==> src/rtl/cromossomo_loader.sv <==
// cromossomo_loader: assembles a byte-streamed chromosome in a shadow register and commits it atomically.
// Ports: clk/rst (sync, active-high); load_start opens/restarts a frame; in_data/in_valid/in_ready byte
// handshake; cromossomo committed chromosome; chrom_valid commit pulse; busy frame in progress;
// error rejected-frame pulse; byte_cnt bytes accepted in the current frame.
// Optional: define CROMOSSOMO_LOADER_CRC_EN to append an XOR checksum byte checked in a CHECK state.
module cromossomo_loader #(
  parameter int CHROM_W = 483,
  parameter int NBYTES  = 61
) (
  input  logic               clk,
  input  logic               rst,
  input  logic               load_start,
  input  logic [7:0]         in_data,
  input  logic               in_valid,
  output logic               in_ready,
  output logic [CHROM_W-1:0] cromossomo,
  output logic               chrom_valid,
  output logic               busy,
  output logic               error,
  output logic [5:0]         byte_cnt
);
  localparam int SW = 8 * NBYTES;
`ifdef CROMOSSOMO_LOADER_CRC_EN
  typedef enum logic [1:0] {IDLE, LOAD, CHECK, COMMIT} state_t;
  logic [7:0] r_xor;
`else
  typedef enum logic [1:0] {IDLE, LOAD, COMMIT} state_t;
`endif
  state_t             r_state;
  logic [SW-1:0]      r_shadow;
  logic [SW-1:0]      w_full;
  logic [CHROM_W-1:0] r_crom;
  logic               r_ready, r_cv, r_busy, r_err;
  logic [5:0]         r_cnt;
  logic               w_xfer, w_last, w_ok;
  // The commit decision is taken on the edge that accepts the final byte, so the
  // new chromosome and its pulse are already visible during the COMMIT cycle.
  always_comb begin
    w_xfer = in_valid && r_ready && !load_start;
`ifdef CROMOSSOMO_LOADER_CRC_EN
    w_full = r_shadow;
    w_last = r_state == CHECK;
    w_ok   = ((w_full >> CHROM_W) == '0) && (in_data == r_xor);
`else
    w_full = {in_data, r_shadow[SW-9:0]};
    w_last = r_state == LOAD && r_cnt == 6'(NBYTES - 1);
    w_ok   = (w_full >> CHROM_W) == '0;
`endif
  end
  always_ff @(posedge clk)
    if (w_xfer && r_cnt < 6'(NBYTES)) r_shadow[{r_cnt, 3'b000} +: 8] <= in_data;
  always_ff @(posedge clk) begin
    if (rst) begin
      r_state <= IDLE;
      r_crom  <= '0;
      r_cv    <= 1'b0;
      r_err   <= 1'b0;
      r_busy  <= 1'b0;
      r_ready <= 1'b0;
      r_cnt   <= '0;
`ifdef CROMOSSOMO_LOADER_CRC_EN
      r_xor   <= '0;
`endif
    end else begin
      r_cv  <= 1'b0;
      r_err <= 1'b0;
      if (load_start) begin
        r_state <= LOAD;
        r_cnt   <= '0;
        r_busy  <= 1'b1;
        r_ready <= 1'b1;
`ifdef CROMOSSOMO_LOADER_CRC_EN
        r_xor   <= '0;
`endif
      end else if (w_xfer) begin
        r_cnt <= r_cnt + 6'd1;
`ifdef CROMOSSOMO_LOADER_CRC_EN
        r_xor <= r_xor ^ in_data;
`endif
        if (w_last) begin
          r_state <= COMMIT;
          r_ready <= 1'b0;
          if (w_ok) begin
            r_crom <= w_full[CHROM_W-1:0];
            r_cv   <= 1'b1;
          end else r_err <= 1'b1;
        end
`ifdef CROMOSSOMO_LOADER_CRC_EN
        else if (r_cnt == 6'(NBYTES - 1)) r_state <= CHECK;
`endif
      end else if (r_state == COMMIT) begin
        r_state <= IDLE;
        r_busy  <= 1'b0;
      end
    end
  end
  assign in_ready    = r_ready;
  assign cromossomo  = r_crom;
  assign chrom_valid = r_cv;
  assign busy        = r_busy;
  assign error       = r_err;
  assign byte_cnt    = r_cnt;
endmodule
==> config.mk <==
export PLATFORM = sky130hd
export DESIGN_NAME = cromossomo_loader
export DESIGN_NICKNAME = d
export VERILOG_FILES = /design/src/rtl/cromossomo_loader.sv
export SDC_FILE = /design/constraint.sdc
export NUM_CORES = 2
export LEC_CHECK = 0
export ABC_AREA = 0
export BUFFER_PORTS_ARGS = -buffer_cell sky130_fd_sc_hd__buf_4
export CELL_PAD_IN_SITES_DETAIL_PLACEMENT = 1
export CELL_PAD_IN_SITES_GLOBAL_PLACEMENT = 1
export CORE_ASPECT_RATIO = 0.9
export CORE_UTILIZATION = 46
export DETAILED_ROUTE_END_ITERATION = 8
export PLACE_DENSITY_LB_ADDON = 0.2
export SYNTH_ARGS = -nofsm -noshare
export SYNTH_HDL_FRONTEND = slang
export SYNTH_SLANG_ARGS = --single-unit
==> constraint.sdc <==
create_clock -name clk -period 4.2 [get_ports clk]
set_input_delay 0.21 -clock clk [delete_from_list [all_inputs] [get_ports clk]]
set_output_delay 0.21 -clock clk [all_outputs]
set_load 0.05 [all_outputs]
== Yosys cells after proc, flatten, opt, wreduce, memory -nomap -nowiden ==
Index checks and enable logic that the tools add are counted.

* Flip-flop bits (word level): 983
* Bits of input ports: 12
* Output and inout port bits: 493
* Word-level logic and storage cells: 54

* $add $sub $neg: 2
* Magnitude comparators: 1
* Eq/ne operators: 6
* Shifts and indexed selects: 2
* Multiplexer cells: 13
* Bitwise logic cells: 3
* Reductions and logical operators: 18

{| class="wikitable"
|+ Operators by type and width
! kind !! number
|-
| $bwmux W488 || 1
|-
| $logic_not A488 Y1 || 1
|-
| $shift A8 B11 Y488 const A || 1
|-
| $shiftx A8 B11 Y488 || 1
|-
| $neg A9 Y11 || 1
|-
| $mux W1 || 9
|-
| $reduce_and A2 Y1 || 4
|-
| $reduce_bool A2 Y1 || 4
|-
| $add A6 B1 Y6 const B || 1
|-
| $eq A6 B6 Y1 const B || 1
|-
| $lt A6 B6 Y1 const B || 1
|-
| $mux W2 || 3
|-
| $logic_and A1 B1 Y1 || 4
|-
| $reduce_and A4 Y1 || 1
|-
| $reduce_or A4 Y1 || 1
|-
| $ne A3 B2 Y1 const B || 1
|-
| $not A1 Y1 || 3
|-
| $reduce_bool A3 Y1 || 1
|-
| $eq A2 B1 Y1 const B || 1
|-
| $eq A2 B2 Y1 const B || 1
|-
| $ne A2 B1 Y1 const B || 1
|-
| $ne A2 B2 Y1 const B || 1
|-
| $reduce_or A2 Y1 || 1
|-
| $logic_not A1 Y1 || 1
|}

== Longest topological paths before layout ==
* Depth in word-level cells: 5
* Gate-level depth with buffers: 11

== Least setup slack after synthesis ==
Ideal clock, no wire load.

* Path kind: reg-to-reg
* Start point: reg r_cnt[0], in the netlist byte_cnt[0]
* End point: reg r_shadow[152] (enable)
* Arrival time: 3365 ps
* Required time: 3817 ps
* Slack: 452 ps
* Cell stages (with the launch flop): 12
* Path buffers: 5
* Clock period less this slack: 3748 ps
* Path through: dfxtp_1 buf_2 clkinv_1 ha_1 clkbuf_1 buf_2 nor2b_1 nand2_1 clkbuf_1 nand4_1 buf_2 nor3_1

* Cells in the longest elaborated chain, start to end: 2

{| class="wikitable"
|+ Ends and longest elaborated chain
! element !! RTL line !! RTL
|-
| from (decl) || 34 || <nowiki>logic [5:0] r_cnt;</nowiki>
|-
| from (signal assigned) || 76 || <nowiki>r_cnt <= r_cnt + 6'd1;</nowiki>
|-
| $lt A6 B6 Y1 || 51 || <nowiki>if (w_xfer && r_cnt < 6'(NBYTES)) r_shadow[{r_cnt, 3'b000} +: 8] <= in_data;</nowiki>
|-
| $logic_and A1 B1 Y1 || 51 ||
|-
| to (signal, indexed assignment) || 51 ||
|-
| to (decl) || 30 || <nowiki>logic [SW-1:0] r_shadow;</nowiki>
|}

Every way passes these cells.
A chain may end at the register's enable or synchronous reset.

== Final worst setup path ==
* Start point: reg r_cnt[0], in the netlist byte_cnt[0]
* End point: reg r_shadow[111] (enable)

Same word-level chain as after synthesis.

==> reports/metrics.yaml <==
grt_max_degree: 160
dp.cells: 4959
finalCritPeriodShare: 0.8609
ir_drop_v: 0.0003322
worst_pin_slew_ns: 1.382
finalMaxSlewViolations: 0
htreeDepth: 3
rsz0062_at_grt: "false"
rows: 102
syn_nets: 3478
die_area_um2: 88150
startpoint_type: "flop"
numCtsBuffers: 101
met2_usage: 0.4294
crit_type: "reg -> reg"
dp_hpwl_um: 86290
hold_path_class: "in -> reg"
stdcell_area_um2: 48480
synthTopCellsByCount: "nand2b_1, dfxtp_1, mux2i_1"
clock_skew_ns: 0.03571
grt_pass1_wl_um: 183000
avgSynthCellArea_um2: 11.55
io_buffers: 504
yosys_warnings: 0
grt_use_met1: 0.3988
finalHoldViolCount: 0
tns_ns: 0
cts_tree: "done"
post_drt_wl_per_cell_um: 24.54
min_path_cells: 2
grt_pass1_vias: 27502
place_area_um2: 45010
slew_headroom: 0.07148
synth_edf_count: 480
design.core.area_um2: 86020
final_layout_size_suffix_gt1_frac: 0.1979
setup_viol: 0
grt-ovfl-total: 0
synth_top_area_share: 0.3603
drc: 0
timing.hold.ws_ns: 0.04465
track_usage: 0.2803
place.gp.congestion: 0.8743
nets: 3939
die_w_um: 312.8
synth_area_um2: 40000
max_freq_mhz: 276.6
start_util: 0.4650
via_per_inst: 5.312
synthArstFlopShare: 0
cp_max_fo: 19
antenna_found_initial: 2
reg2reg_depth: 6
ioPinCount: 505
synth.most_common_cell: "nand2b_1"
area_growth_pct: 21.19
synth_cell_type_count: 53
n_antenna_cell: 0
drtAntennaViolNets: 0
post_cts.repair.setup_buffers: 0
clock_sinks: 975
clockBufferDepth: 3
syn_inst: 3462
synth_seq_area_share: 0.6081
endpoint_kind: "flop"
ctsResizeCount: 0
met3_usage: 0.06075
insertion_delay_ns: 0.67
synth_top_area_cell: "edfxtp_1"
path_clk_slew_ns: 0.08
vias: 27369
cap_violations: 0
busiest_layer: "met2"
synth_seq_cells: 975
cellLeakagePower_uw: 0.01692
drt_wl_total_um: 126400
arrival_ns: 3.87
die_y_um: 281.8
synthTopCellsByArea: "edfxtp_1, dfxtp_1, nand2b_1, mux2i_1, nor2_1"
root_buffer: "clkbuf_16"
fillers: 9004
crit_required_ns: 4.46
ys.flop_type: "dfxtp_1"
firstDrtPassIters: 5
power.density_nw_per_um2: 405.6
postLayoutCoreUtil: 0.5636
fin_cells: 5152
drtIter0Drc: 2162
period_minus_slack_ns: 3.616
status: "finished clean"
==> cell usage in the layout, fill, tap and decap left out, drive strengths merged, types with 14 or more instances in the layout <==
cell type  synthesis  layout
edfxtp           480     480
nand3             46      46
nand2b           970     970
bufinv             0      14
nor2             457     457
dfxtp            495     495
nor3              94      94
clkbuf           161     131
clkinv             1      38
nand2             47      47
buf               99     614
mux2i            483     483
==> final timing paths <==
path | start | to | slack [ns]
max | byte_cnt[0] | r_shadow[111] | 0.58
min | rst | busy | 0.04
max reg2reg | byte_cnt[0] | r_shadow[111] | 0.58
min reg2reg | cromossomo[414] | cromossomo[414] | 0.47
==> metrics by stage <==
step                      setup WS, ns  total power, uW
final                           0.5842            19660
after global routing            0.4016            20150
after CTS                       0.6439            19790
after detailed placement        0.7057            10540
after global placement          0.8341            10540
after floorplan                 0.4517            10410
==> layer usage <==
layer / part of all wire / up-vias
met3: 0.070 / 196
met5: 0.00010 / -
met4: 0.029 / 2
met1: 0.45 / 13801
met2: 0.45 / 884
li1: - / 12486
==> logic make-up after synthesis <==
kind of cell	synth area share
and+or+nand+nor	0.2274
muxes	0.1211
xor gates and xnor gates	0.002408
DFF	0.6081
adders and majority gates	0.001251
AOI/OAI and AO/OA	0.007851
buffers and inverters	0.03187
==> power breakdown <==
| group | internal [uW] | leakage (uW) | switching, uW |
|---|---|---|---|
| Clock | 5470 | 0.00167 | 3850 |
| Combinational | 192 | 0.00618 | 258 |
| Sequential | 9890 | 0.00906 | 4.29 |
==> cell type report <==
| cell class | instances | area, um^2 | share of cell area |
|---|---|---|---|
| multi-input cells | 2215 | 14450 | 0.2982 |
| inverters | 12 | 45.04 | 0.0009292 |
| clock buffers | 131 | 2741 | 0.05655 |
| flip-flops and latches | 975 | 24320 | 0.5017 |
| repair buffers | 618 | 4805 | 0.09911 |
| well taps | 1144 | 1431 | 0.02953 |
| clock inverters | 57 | 678.2 | 0.01399 |
==> timing repair <==
action / in CTS / in global routing
hold buffers: 4 / 0
endpoints found under the setup margin: 0 / 0
endpoints found under the hold margin: 11 / 0
==> sequential cells by signal, indices dropped and copies added (netlist names) <==
name / count
r_shadow: 480
byte_cnt: 6
chrom_valid: 1
busy: 1
cromossomo: 483
r_state: 2
error: 1
in_ready: 1
==> worst max-delay path, cell delays in order, from the launching register on <==
cell and delay (ns):
dfxtp_1 0.34, clkinv_1 0.21, ha_1 0.48, xor2_1 0.25
nor3b_2 0.48, nor2_2 0.33, nor3_1 1.09
Note: power is estimated with default switching activity, not from simulation.
